[src/rtl/cpu_pkg.sv]
// Shared types for the MIPS pipeline ID/EX stage.
// Holds the ALUOp encodings, the control-bit bundle carried down the
// pipe, the full ID/EX register image and the WB->ID write-through rule.
package cpu_pkg;

  localparam logic [4:0] REG_ZERO = 5'd0;

  typedef enum logic [1:0] {
    ALUOP_ADD   = 2'b00,  // lw / sw / addi address and immediate add
    ALUOP_SUB   = 2'b01,  // beq compare
    ALUOP_RTYPE = 2'b10,  // decode from funct
    ALUOP_RSVD  = 2'b11
  } alu_op_e;

  typedef struct packed {
    logic    reg_write;
    logic    mem_to_reg;
    logic    branch;
    logic    mem_read;
    logic    mem_write;
    logic    reg_dst;
    logic    alu_src;
    alu_op_e alu_op;
  } ctrl_t;

  localparam ctrl_t CTRL_BUBBLE = ctrl_t'(9'd0);

  // Everything the ID/EX register holds for one EX entry.
  typedef struct packed {
    ctrl_t       ctrl;
    logic        valid;
    logic [31:0] pc;
    logic [31:0] rs_data;
    logic [31:0] rt_data;
    logic [31:0] imm;
    logic [4:0]  rs_addr;
    logic [4:0]  rt_addr;
    logic [4:0]  rd_addr;
    logic [4:0]  waddr;
    logic [5:0]  funct;
  } stage_t;

  // A bubble carries no control and drives zero on every data field.
  localparam stage_t STAGE_BUBBLE = stage_t'('0);

  // Register file write-through: a same-cycle WB write to the register
  // being read wins over the stale read data. $0 is hard-wired and never
  // forwarded.
  function automatic logic [31:0] wb_bypass(
    input logic [31:0] rd_data,
    input logic [4:0]  rd_addr,
    input logic        wb_we,
    input logic [4:0]  wb_addr,
    input logic [31:0] wb_data
  );
    return (wb_we && (wb_addr != REG_ZERO) && (wb_addr == rd_addr)) ? wb_data : rd_data;
  endfunction

endpackage

[src/rtl/id_ex_stage_if.sv]
// ID -> EX pipeline bus.
// *_i signals come from the ID stage (decoded operands, control, WB
// write-back port); *_o signals are the registered EX-side copies.
// master: the ID side (drives *_i, observes *_o).
// slave : the ID/EX register (consumes *_i, drives *_o).
interface id_ex_stage_if;

  // ID side
  logic        valid_i;
  logic [31:0] pc_i;
  logic [31:0] RSdata_i;
  logic [31:0] RTdata_i;
  logic [31:0] imm_i;
  logic [4:0]  RSaddr_i;
  logic [4:0]  RTaddr_i;
  logic [4:0]  RDaddr_i;
  logic        use_rt_i;
  logic        RegWrite_i, MemtoReg_i, Branch_i, MemRead_i, MemWrite_i, RegDst_i, ALUSrc_i;
  logic [1:0]  ALUOp_i;
  logic [5:0]  funct_i;
  logic        wb_RegWrite_i;
  logic [4:0]  wb_RegWaddr_i;
  logic [31:0] wb_data_i;

  // EX side
  logic        valid_o;
  logic [31:0] pc_o;
  logic [31:0] RSdata_o;
  logic [31:0] RTdata_o;
  logic [31:0] imm_o;
  logic [4:0]  RSaddr_o;
  logic [4:0]  RTaddr_o;
  logic [4:0]  RDaddr_o;
  logic [4:0]  RegWaddr_o;
  logic        RegWrite_o, MemtoReg_o, Branch_o, MemRead_o, MemWrite_o, RegDst_o, ALUSrc_o;
  logic [1:0]  ALUOp_o;
  logic [5:0]  funct_o;

  modport master (
    output valid_i, pc_i, RSdata_i, RTdata_i, imm_i, RSaddr_i, RTaddr_i, RDaddr_i, use_rt_i,
           RegWrite_i, MemtoReg_i, Branch_i, MemRead_i, MemWrite_i, RegDst_i, ALUSrc_i,
           ALUOp_i, funct_i, wb_RegWrite_i, wb_RegWaddr_i, wb_data_i,
    input  valid_o, pc_o, RSdata_o, RTdata_o, imm_o, RSaddr_o, RTaddr_o, RDaddr_o, RegWaddr_o,
           RegWrite_o, MemtoReg_o, Branch_o, MemRead_o, MemWrite_o, RegDst_o, ALUSrc_o,
           ALUOp_o, funct_o
  );

  modport slave (
    input  valid_i, pc_i, RSdata_i, RTdata_i, imm_i, RSaddr_i, RTaddr_i, RDaddr_i, use_rt_i,
           RegWrite_i, MemtoReg_i, Branch_i, MemRead_i, MemWrite_i, RegDst_i, ALUSrc_i,
           ALUOp_i, funct_i, wb_RegWrite_i, wb_RegWaddr_i, wb_data_i,
    output valid_o, pc_o, RSdata_o, RTdata_o, imm_o, RSaddr_o, RTaddr_o, RDaddr_o, RegWaddr_o,
           RegWrite_o, MemtoReg_o, Branch_o, MemRead_o, MemWrite_o, RegDst_o, ALUSrc_o,
           ALUOp_o, funct_o
  );

endinterface

[src/rtl/id_ex_stage_hazard_detect.sv]
// Load-use hazard compare.
// Flags when the load now in EX writes a register the ID instruction reads.
// Ports:
//   i_ex_valid, i_ex_mem_read, i_ex_waddr : EX entry (registered ID/EX state)
//   i_id_valid, i_id_rs, i_id_rt, i_id_use_rt : ID instruction
//   o_haz : combinational hazard flag
module hazard_detect
  import cpu_pkg::*;
(
  input  logic       i_ex_valid,
  input  logic       i_ex_mem_read,
  input  logic [4:0] i_ex_waddr,
  input  logic       i_id_valid,
  input  logic [4:0] i_id_rs,
  input  logic [4:0] i_id_rt,
  input  logic       i_id_use_rt,
  output logic       o_haz
);

  logic w_rs_hit;
  logic w_rt_hit;

  assign w_rs_hit = (i_ex_waddr == i_id_rs);
  // rt only matters when the instruction actually reads it (not for addi/lw).
  assign w_rt_hit = i_id_use_rt && (i_ex_waddr == i_id_rt);

  // A load into $0 produces nothing to wait for.
  assign o_haz = i_ex_valid && i_ex_mem_read && (i_ex_waddr != REG_ZERO) && i_id_valid
              && (w_rs_hit || w_rt_hit);

endmodule

[src/rtl/id_ex_stage.sv]
// ID/EX pipeline register for the 5-stage MIPS core.
// Captures decoded operands and control each cycle, inserts a bubble on
// load-use hazard (stalling PC and IF/ID via stall_o) or on a taken branch
// (flush_i), and forwards a same-cycle WB write into the captured operands.
// Ports:
//   clk_i, rst_i      : clock, synchronous active-low reset
//   start_i           : 0 freezes all state and suppresses stall_o
//   flush_i           : branch taken in MEM, kill the ID entry
//   bus (slave)       : ID-side inputs and registered EX-side outputs
//   stall_o           : combinational, hold PC and IF/ID this cycle
//   stall_cnt_o       : saturating count of stall cycles
//   flush_cnt_o       : saturating count of flushed valid entries
module id_ex_stage
  import cpu_pkg::*;
#(
  parameter int CNT_W = 16
) (
  input  logic              clk_i,
  input  logic              rst_i,
  input  logic              start_i,
  input  logic              flush_i,
  id_ex_stage_if.slave      bus,
  output logic              stall_o,
  output logic [CNT_W-1:0]  stall_cnt_o,
  output logic [CNT_W-1:0]  flush_cnt_o
);

  stage_t           r_stage;
  logic [CNT_W-1:0] r_stall_cnt;
  logic [CNT_W-1:0] r_flush_cnt;

  stage_t w_capture;
  ctrl_t  w_ctrl_in;
  logic   w_haz;

  hazard_detect u_hazard_detect (
    .i_ex_valid   (r_stage.valid),
    .i_ex_mem_read(r_stage.ctrl.mem_read),
    .i_ex_waddr   (r_stage.waddr),
    .i_id_valid   (bus.valid_i),
    .i_id_rs      (bus.RSaddr_i),
    .i_id_rt      (bus.RTaddr_i),
    .i_id_use_rt  (bus.use_rt_i),
    .o_haz        (w_haz)
  );

  // A flush outranks the hazard: the stalled instruction is being killed anyway.
  assign stall_o = w_haz && start_i && !flush_i;

  assign w_ctrl_in = '{reg_write : bus.RegWrite_i,
                       mem_to_reg: bus.MemtoReg_i,
                       branch    : bus.Branch_i,
                       mem_read  : bus.MemRead_i,
                       mem_write : bus.MemWrite_i,
                       reg_dst   : bus.RegDst_i,
                       alu_src   : bus.ALUSrc_i,
                       alu_op    : alu_op_e'(bus.ALUOp_i)};

  always_comb begin
    // NOTE: every field gets a value before any condition so no latch is inferred.
    w_capture         = STAGE_BUBBLE;
    w_capture.valid   = bus.valid_i;
    // An invalid ID slot must never write anything downstream.
    w_capture.ctrl    = bus.valid_i ? w_ctrl_in : CTRL_BUBBLE;
    w_capture.pc      = bus.pc_i;
    w_capture.rs_data = wb_bypass(bus.RSdata_i, bus.RSaddr_i, bus.wb_RegWrite_i,
                                  bus.wb_RegWaddr_i, bus.wb_data_i);
    w_capture.rt_data = wb_bypass(bus.RTdata_i, bus.RTaddr_i, bus.wb_RegWrite_i,
                                  bus.wb_RegWaddr_i, bus.wb_data_i);
    w_capture.imm     = bus.imm_i;
    w_capture.rs_addr = bus.RSaddr_i;
    w_capture.rt_addr = bus.RTaddr_i;
    w_capture.rd_addr = bus.RDaddr_i;
    w_capture.waddr   = bus.RegDst_i ? bus.RDaddr_i : bus.RTaddr_i;
    w_capture.funct   = bus.funct_i;
  end

  // NOTE: sequential state uses non-blocking assignments so every register
  // samples pre-edge values regardless of statement order.
  always_ff @(posedge clk_i) begin
    if (!rst_i) begin
      r_stage     <= STAGE_BUBBLE;
      r_stall_cnt <= '0;
      r_flush_cnt <= '0;
    end else if (start_i) begin
      if (flush_i) begin
        r_stage <= STAGE_BUBBLE;
        if (bus.valid_i && !(&r_flush_cnt)) r_flush_cnt <= r_flush_cnt + 1'b1;
      end else if (w_haz) begin
        // ID is held by stall_o, so the same instruction re-presents next cycle.
        r_stage <= STAGE_BUBBLE;
        if (!(&r_stall_cnt)) r_stall_cnt <= r_stall_cnt + 1'b1;
      end else begin
        r_stage <= w_capture;
      end
    end
  end

  assign stall_cnt_o    = r_stall_cnt;
  assign flush_cnt_o    = r_flush_cnt;

  assign bus.valid_o    = r_stage.valid;
  assign bus.pc_o       = r_stage.pc;
  assign bus.RSdata_o   = r_stage.rs_data;
  assign bus.RTdata_o   = r_stage.rt_data;
  assign bus.imm_o      = r_stage.imm;
  assign bus.RSaddr_o   = r_stage.rs_addr;
  assign bus.RTaddr_o   = r_stage.rt_addr;
  assign bus.RDaddr_o   = r_stage.rd_addr;
  assign bus.RegWaddr_o = r_stage.waddr;
  assign bus.funct_o    = r_stage.funct;
  assign bus.RegWrite_o = r_stage.ctrl.reg_write;
  assign bus.MemtoReg_o = r_stage.ctrl.mem_to_reg;
  assign bus.Branch_o   = r_stage.ctrl.branch;
  assign bus.MemRead_o  = r_stage.ctrl.mem_read;
  assign bus.MemWrite_o = r_stage.ctrl.mem_write;
  assign bus.RegDst_o   = r_stage.ctrl.reg_dst;
  assign bus.ALUSrc_o   = r_stage.ctrl.alu_src;
  assign bus.ALUOp_o    = r_stage.ctrl.alu_op;

endmodule

[src/flat_wrapper.sv]
// flat-port wrapper written by rule: the top's interface ports become plain ports
module id_ex_stage_flat import cpu_pkg::*;
#(
  parameter int CNT_W = 16
)
  (clk_i, rst_i, start_i, flush_i, stall_o, stall_cnt_o, flush_cnt_o, bus_valid_i, bus_pc_i, bus_RSdata_i, bus_RTdata_i, bus_imm_i, bus_RSaddr_i, bus_RTaddr_i, bus_RDaddr_i, bus_use_rt_i, bus_RegWrite_i, bus_MemtoReg_i, bus_Branch_i, bus_MemRead_i, bus_MemWrite_i, bus_RegDst_i, bus_ALUSrc_i, bus_ALUOp_i, bus_funct_i, bus_wb_RegWrite_i, bus_wb_RegWaddr_i, bus_wb_data_i, bus_valid_o, bus_pc_o, bus_RSdata_o, bus_RTdata_o, bus_imm_o, bus_RSaddr_o, bus_RTaddr_o, bus_RDaddr_o, bus_RegWaddr_o, bus_RegWrite_o, bus_MemtoReg_o, bus_Branch_o, bus_MemRead_o, bus_MemWrite_o, bus_RegDst_o, bus_ALUSrc_o, bus_ALUOp_o, bus_funct_o);
  id_ex_stage_if bus_i ();
  input  logic clk_i;
  input  logic rst_i;
  input  logic start_i;
  input  logic flush_i;
  output logic stall_o;
  output logic [CNT_W-1:0] stall_cnt_o;
  output logic [CNT_W-1:0] flush_cnt_o;
  input wire logic [$bits(bus_i.valid_i)-1:0] bus_valid_i;
  input wire logic [$bits(bus_i.pc_i)-1:0] bus_pc_i;
  input wire logic [$bits(bus_i.RSdata_i)-1:0] bus_RSdata_i;
  input wire logic [$bits(bus_i.RTdata_i)-1:0] bus_RTdata_i;
  input wire logic [$bits(bus_i.imm_i)-1:0] bus_imm_i;
  input wire logic [$bits(bus_i.RSaddr_i)-1:0] bus_RSaddr_i;
  input wire logic [$bits(bus_i.RTaddr_i)-1:0] bus_RTaddr_i;
  input wire logic [$bits(bus_i.RDaddr_i)-1:0] bus_RDaddr_i;
  input wire logic [$bits(bus_i.use_rt_i)-1:0] bus_use_rt_i;
  input wire logic [$bits(bus_i.RegWrite_i)-1:0] bus_RegWrite_i;
  input wire logic [$bits(bus_i.MemtoReg_i)-1:0] bus_MemtoReg_i;
  input wire logic [$bits(bus_i.Branch_i)-1:0] bus_Branch_i;
  input wire logic [$bits(bus_i.MemRead_i)-1:0] bus_MemRead_i;
  input wire logic [$bits(bus_i.MemWrite_i)-1:0] bus_MemWrite_i;
  input wire logic [$bits(bus_i.RegDst_i)-1:0] bus_RegDst_i;
  input wire logic [$bits(bus_i.ALUSrc_i)-1:0] bus_ALUSrc_i;
  input wire logic [$bits(bus_i.ALUOp_i)-1:0] bus_ALUOp_i;
  input wire logic [$bits(bus_i.funct_i)-1:0] bus_funct_i;
  input wire logic [$bits(bus_i.wb_RegWrite_i)-1:0] bus_wb_RegWrite_i;
  input wire logic [$bits(bus_i.wb_RegWaddr_i)-1:0] bus_wb_RegWaddr_i;
  input wire logic [$bits(bus_i.wb_data_i)-1:0] bus_wb_data_i;
  output wire logic [$bits(bus_i.valid_o)-1:0] bus_valid_o;
  output wire logic [$bits(bus_i.pc_o)-1:0] bus_pc_o;
  output wire logic [$bits(bus_i.RSdata_o)-1:0] bus_RSdata_o;
  output wire logic [$bits(bus_i.RTdata_o)-1:0] bus_RTdata_o;
  output wire logic [$bits(bus_i.imm_o)-1:0] bus_imm_o;
  output wire logic [$bits(bus_i.RSaddr_o)-1:0] bus_RSaddr_o;
  output wire logic [$bits(bus_i.RTaddr_o)-1:0] bus_RTaddr_o;
  output wire logic [$bits(bus_i.RDaddr_o)-1:0] bus_RDaddr_o;
  output wire logic [$bits(bus_i.RegWaddr_o)-1:0] bus_RegWaddr_o;
  output wire logic [$bits(bus_i.RegWrite_o)-1:0] bus_RegWrite_o;
  output wire logic [$bits(bus_i.MemtoReg_o)-1:0] bus_MemtoReg_o;
  output wire logic [$bits(bus_i.Branch_o)-1:0] bus_Branch_o;
  output wire logic [$bits(bus_i.MemRead_o)-1:0] bus_MemRead_o;
  output wire logic [$bits(bus_i.MemWrite_o)-1:0] bus_MemWrite_o;
  output wire logic [$bits(bus_i.RegDst_o)-1:0] bus_RegDst_o;
  output wire logic [$bits(bus_i.ALUSrc_o)-1:0] bus_ALUSrc_o;
  output wire logic [$bits(bus_i.ALUOp_o)-1:0] bus_ALUOp_o;
  output wire logic [$bits(bus_i.funct_o)-1:0] bus_funct_o;
  assign bus_i.valid_i = bus_valid_i;
  assign bus_i.pc_i = bus_pc_i;
  assign bus_i.RSdata_i = bus_RSdata_i;
  assign bus_i.RTdata_i = bus_RTdata_i;
  assign bus_i.imm_i = bus_imm_i;
  assign bus_i.RSaddr_i = bus_RSaddr_i;
  assign bus_i.RTaddr_i = bus_RTaddr_i;
  assign bus_i.RDaddr_i = bus_RDaddr_i;
  assign bus_i.use_rt_i = bus_use_rt_i;
  assign bus_i.RegWrite_i = bus_RegWrite_i;
  assign bus_i.MemtoReg_i = bus_MemtoReg_i;
  assign bus_i.Branch_i = bus_Branch_i;
  assign bus_i.MemRead_i = bus_MemRead_i;
  assign bus_i.MemWrite_i = bus_MemWrite_i;
  assign bus_i.RegDst_i = bus_RegDst_i;
  assign bus_i.ALUSrc_i = bus_ALUSrc_i;
  assign bus_i.ALUOp_i = bus_ALUOp_i;
  assign bus_i.funct_i = bus_funct_i;
  assign bus_i.wb_RegWrite_i = bus_wb_RegWrite_i;
  assign bus_i.wb_RegWaddr_i = bus_wb_RegWaddr_i;
  assign bus_i.wb_data_i = bus_wb_data_i;
  assign bus_valid_o = bus_i.valid_o;
  assign bus_pc_o = bus_i.pc_o;
  assign bus_RSdata_o = bus_i.RSdata_o;
  assign bus_RTdata_o = bus_i.RTdata_o;
  assign bus_imm_o = bus_i.imm_o;
  assign bus_RSaddr_o = bus_i.RSaddr_o;
  assign bus_RTaddr_o = bus_i.RTaddr_o;
  assign bus_RDaddr_o = bus_i.RDaddr_o;
  assign bus_RegWaddr_o = bus_i.RegWaddr_o;
  assign bus_RegWrite_o = bus_i.RegWrite_o;
  assign bus_MemtoReg_o = bus_i.MemtoReg_o;
  assign bus_Branch_o = bus_i.Branch_o;
  assign bus_MemRead_o = bus_i.MemRead_o;
  assign bus_MemWrite_o = bus_i.MemWrite_o;
  assign bus_RegDst_o = bus_i.RegDst_o;
  assign bus_ALUSrc_o = bus_i.ALUSrc_o;
  assign bus_ALUOp_o = bus_i.ALUOp_o;
  assign bus_funct_o = bus_i.funct_o;
  id_ex_stage #(.CNT_W(CNT_W)) u_core (.clk_i(clk_i), .rst_i(rst_i), .start_i(start_i), .flush_i(flush_i), .bus(bus_i), .stall_o(stall_o), .stall_cnt_o(stall_cnt_o), .flush_cnt_o(flush_cnt_o));
endmodule
[config.mk]
export PLATFORM = sky130hd
export DESIGN_NAME = id_ex_stage_flat
export DESIGN_NICKNAME = d
export VERILOG_FILES = /design/src/rtl/cpu_pkg.sv /design/src/rtl/id_ex_stage_if.sv /design/src/rtl/id_ex_stage_hazard_detect.sv /design/src/rtl/id_ex_stage.sv /design/src/flat_wrapper.sv
export SDC_FILE = /design/constraint.sdc
export NUM_CORES = 1
export LEC_CHECK = 0
export BUFFER_PORTS_ARGS = -buffer_cell sky130_fd_sc_hd__buf_2
export CORE_AREA = 3 3 154 156
export DETAILED_ROUTE_END_ITERATION = 6
export DIE_AREA = 0 0 157 159
export SYNTH_ARGS = -nofsm -noshare
export SYNTH_HDL_FRONTEND = slang
export SYNTH_SLANG_ARGS = --single-unit
[constraint.sdc]
create_clock -name clk_i -period 5.5 [get_ports clk_i]
set_input_delay 0.825 -clock clk_i [delete_from_list [all_inputs] [get_ports clk_i]]
set_output_delay 0.825 -clock clk_i [all_outputs]
set_load 0.005 [all_outputs]
Word-level counts from Yosys, hierarchy flattened --
Cells that the tools add are included.
Storage, ports and cells: flip-flop bits (word level) 196, latch bits 0, RAM bits 0, ROM bits 0, bits of input ports 202, output and inout bits 197, logic and storage cells 54, memories 0
Operators by class: add/subtract/negate cells 2, multiply operators 0, div/mod/pow operators 0, magnitude comparators 0, equality and inequality tests 4, shifts and indexed selects 0, muxes and demuxes 6, bitwise operators 2, reductions and logical operators 20
Operator list (count):
- 2-to-1 mux 164 bit | 2
- 2-to-1 mux 32 bit | 2
- adder 16 x 1 -> 16 bit, second input constant | 2
- AND reduction 16 bit | 2
- equality test 5 bit | 4
- logical AND 1 bit | 11
- nonzero test 5 bit | 2
- 2-to-1 mux 9 bit | 1
- 2-to-1 mux 5 bit | 1
- AND reduction 4 bit | 1
- AND reduction 3 bit | 1
- logical NOT 1 bit | 2
- inverter 1 bit | 2
- logical OR 1 bit | 1

Logic depth before layout (Yosys ltp) --
word-level depth 6, mapped depth 7, mapped depth without buffers 5

Hierarchy --
A second synthesis with hierarchy kept.
Unflattened totals: cells, all modules 947, area total of the unflattened synthesis 8164.1 um^2
By module, submodules not included:
- id_ex_stage | instances 1, cells each 930, area each 8034.0 um^2, seq. area each 3923.8 um^2
- hazard_detect | instances 1, cells each 17, area each 130.1 um^2, seq. area each 0.0 um^2

Least setup slack after synthesis --
OpenSTA, ideal clock, no wires.
path kind input -> output, start point in bus_RSaddr_i[4], end point out stall_o, arrival time 1755 ps, required time 4675 ps, setup slack 2920 ps, stages on the path 6, cell sequence xnor2_1 nand3_1 o22a_1 buf_2 clkbuf_1 nor2_1
Between the ends: cells in the longest elaborated chain, start to end 5
RTL lines:
- start: declaration | RTL line flat_wrapper.sv:20 | input wire logic [$bits(bus_i.RSaddr_i)-1:0] bus_RSaddr_i;
- equality test 5 bit | RTL line id_ex_stage_hazard_detect.sv:23 | assign w_rs_hit = (i_ex_waddr == i_id_rs);
- logical OR 1 bit | RTL line id_ex_stage_hazard_detect.sv:29 | && (w_rs_hit || w_rt_hit);
- logical AND 1 bit | RTL line id_ex_stage_hazard_detect.sv:29
- logical AND 1 bit (2 in a row) | RTL line id_ex_stage.sv:48 | assign stall_o = w_haz && start_i && !flush_i;
- end: declaration | RTL line flat_wrapper.sv:12 | output logic stall_o;
Every way passes these cells.

Worst setup path after layout --
start point in bus_valid_i, end point out stall_o
Between the ends: cells in the longest elaborated chain, start to end 4
RTL lines:
- start: declaration | RTL line flat_wrapper.sv:15 | input wire logic [$bits(bus_i.valid_i)-1:0] bus_valid_i;
- logical AND 1 bit | RTL line id_ex_stage_hazard_detect.sv:28 | assign o_haz = i_ex_valid && i_ex_mem_read && (i_ex_waddr != REG_ZERO) && i_id_valid
- logical AND 1 bit | RTL line id_ex_stage_hazard_detect.sv:29
- logical AND 1 bit (2 in a row) | RTL line id_ex_stage.sv:48
Every way passes these cells.

==> run_results.csv <==
group,metric,value,unit
run_status,status,"finished clean",
synth,syn_area,0.00764,mm²
final_layout,syn2layout_area_growth,36.6,%
synth,syn_nets,950,
setup_path,required,4680,ps
setup_path,worst-setup-path-type,"input port to output pin",
timing,setup_violations,0,
power_and_ir_drop,ir_drop,0.176,mV
cts,numClockSinks,196,
cts,ctsHoldBuffers,0,
synth,synth_top_area_cell,"dfxtp_1",
global_routing,grt_max_degree,120,
cts,postCtsResizedCells,0,
power_and_ir_drop,powerDensity,294,mW/mm²
synth,yosysMostFrequentCell,"dfxtp_1",
power_and_ir_drop,p_leak,4.71,nW
die,start_util,34.0,%
die,rows,55,
drt,via_count,7185,
final_layout,drive_gt1_share,39.8,%
drt,vias_per_cell,5.08,
die,die-area,0.0250,mm²
cts,path_clk_slew,70,ps
setup_path,crit_path_end_kind,"output pin",
min_path,hold_class,"register to register",
cts,clockBufferDepth,2,
synth,synth_adder_area_share,0.327,%
synth,synth_edf_count,0,
timing,relSlewSlack,29.7,%
timing,min_period,2920,ps
min_path,holdPathStages,2,
die,core_area,0.0225,mm²
synth,synth_commonest_cells,"dfxtp_1, a22o_1, nand2_1, mux2i_1, o21ai_0",
timing,rsz0062_at_grt,"false",
global_routing,antenna_found_initial,1,
synth,synth-simple-area-share,10.8,%
synth,synth_xor_area_share,3.44,%
global_routing,grt_pass1_vias,7033,
die,chipWidth,157,µm
synth,synth_top_area_share,51.3,%
cts,cts_tree,"done",
setup_path,setup.worst_path.start_class,"input port",
placement,gp_congestion,0.826,
timing,fin_tns_setup,0,ps
drt,drtAntennaViolNets,0,
cts,cts_root_buf,"clkbuf_16",
synth,ys_types,51,
die,die-height,159,µm
timing,finalHoldViolCount,0,
synth,synthArstFlopShare,0,%
timing,slew_violations,0,
placement,dp_hpwl,19.1,mm
timing,fin_skew,18.5,ps
drt,drtPass1Iterations,5,
placement,io_buffers,398,
setup_path,worstRegToRegCells,5,
cts,htreeDepth,4,
global_routing,grt_pass1_wl,40.0,mm
global_routing,grt_usage,20.1,%
drt,wl,26.1,mm
synth,ys_ff_latch,196,
drt,drtIter0Drc,387,
synth,yosys_warnings,0,
synth,synth_cells,746,
die,ioPinCount,399,
synth,ys.flop_type,"dfxtp_1",
placement,post-place-ws,2520,ps
setup_path,path_max_fanout,12,
final_layout,nets,1320,
setup_path,arrival,2090,ps
job,maxCapViolCount,0,
cts,cts_inserted_buffers,17,
synth,synth_area_per_cell,10.2,µm²
cts,post_cts_buffers,0,
global_routing,grt.overflow.total,0,
synth,synth-seq-area-share,51.3,%
synth,synthTopCellsByArea,"dfxtp_1, a22o_1, mux2i_1",
timing,fin_crit_sh,53.0,%
timing,setup_ws,2580,ps
synth,synth_top_family_by_area,"compound AO/OA/AOI/OAI gates",
timing,max_freq,343,MHz
synth,synth_mux_area_share,9.30,%
cts,clock_latency,440,ps
timing,max_slew.worst_pin.slew,1050,ps
final_layout,antenna_cells,0,
drt,drc,0,
drt,wl_per_cell,18.5,µm
synth,synth-compound-area-share,20.9,%
[layout by cell type (no fill, tap or decap), types with 9 or more instances in the layout]
master	instances
a21oi_1	17
a22o_1	86
a32o_1	9
buf_2	398
clkbuf_16	17
dfxtp_1	196
mux2i_1	71
nand2_1	81
nand3_1	16
nand4_1	12
nor2_1	21
o21ai_0	53
o21ai_1	17
o31ai_1	13
or4_1	14
xnor2_1	26
[registers in the layout (all words and copies together), names as in the netlist, 2 cells and up]
name,flops
u_core.bus.RTdata_o,32
u_core.flush_cnt_o,16
u_core.bus.imm_o,32
u_core.bus.RSaddr_o,5
u_core.bus.RegWaddr_o,5
u_core.bus.pc_o,32
u_core.bus.RDaddr_o,5
u_core.bus.ALUOp_o,2
u_core.bus.RTaddr_o,5
u_core.stall_cnt_o,16
u_core.bus.RSdata_o,32
u_core.bus.funct_o,6
[per-layer routing]
| layer | track usage, % | part of all wire (%) | wire (µm) |
|---|---|---|---|
| met1 | 25.0 | 41 | 10800 |
| met2 | 33.4 | 49 | 12700 |
| met3 | 5.57 | 7.4 | 1940 |
| met4 | 6.96 | 2.4 | 631 |
| met5 | 0 | 0.050 | 13 |
[area by class of cell]
type,count,area [µm²]
clock buffer,17,425
sequential,196,3920
fill,2184,12100
multi-input combinational,489,3450
clock inverter,14,194
inverter,6,22.5
timing repair buffer,406,2060
tap,285,357
[worst paths after layout]
check	end	slack, ps	start
worst max-delay path	stall_o	2580	bus_valid_i
worst min-delay path	u_core.bus.RSdata_o[29]$_SDFFE_PN0P_	440	u_core.bus.RSdata_o[29]$_SDFFE_PN0P_
worst max register to register	u_core.bus.pc_o[20]$_SDFFE_PN0P_	2930	u_core.bus.RegWaddr_o[1]$_SDFFE_PN0P_
worst min register to register	u_core.bus.RSdata_o[29]$_SDFFE_PN0P_	440	u_core.bus.RSdata_o[29]$_SDFFE_PN0P_
[through the flow]
stage	cell area [µm²]	hold slack (ps)	utilization, %	instances	total power, mW
5_1_grt	10400	465	46.4	1413	3.20
2_1_floorplan	7640	445	-	746	1.64
3_3_place_gp	9820	429	43.6	1382	1.81
3_5_place_dp	9820	437	43.6	1382	1.81
6_report	10400	442	46.4	1413	3.07
4_1_cts	10400	447	46.4	1413	3.10
[critical path, stage by stage]
cell,delay [ps]
buf_2,320
and3_1,250
o21a_1,230
nand2_1,130
nor2_1,180
buf_2,150
[cell families (layout without fill, tap and decap cells)]
family	after synthesis	in the layout
DFF	196	196
AOI/OAI and AO/OA	219	219
xor gates and xnor gates	30	30
adders and majority gates	2	2
buffers and inverters	61	443
muxes	71	71
and+or+nand+nor	167	167
[power breakdown]
part	switching [mW]	internal, mW	total (mW)
combinational	0.146	0.138	0.284
clock	0.638	0.657	1.30
sequential	0.0277	1.47	1.49
(Power assumes the default switching activity.)
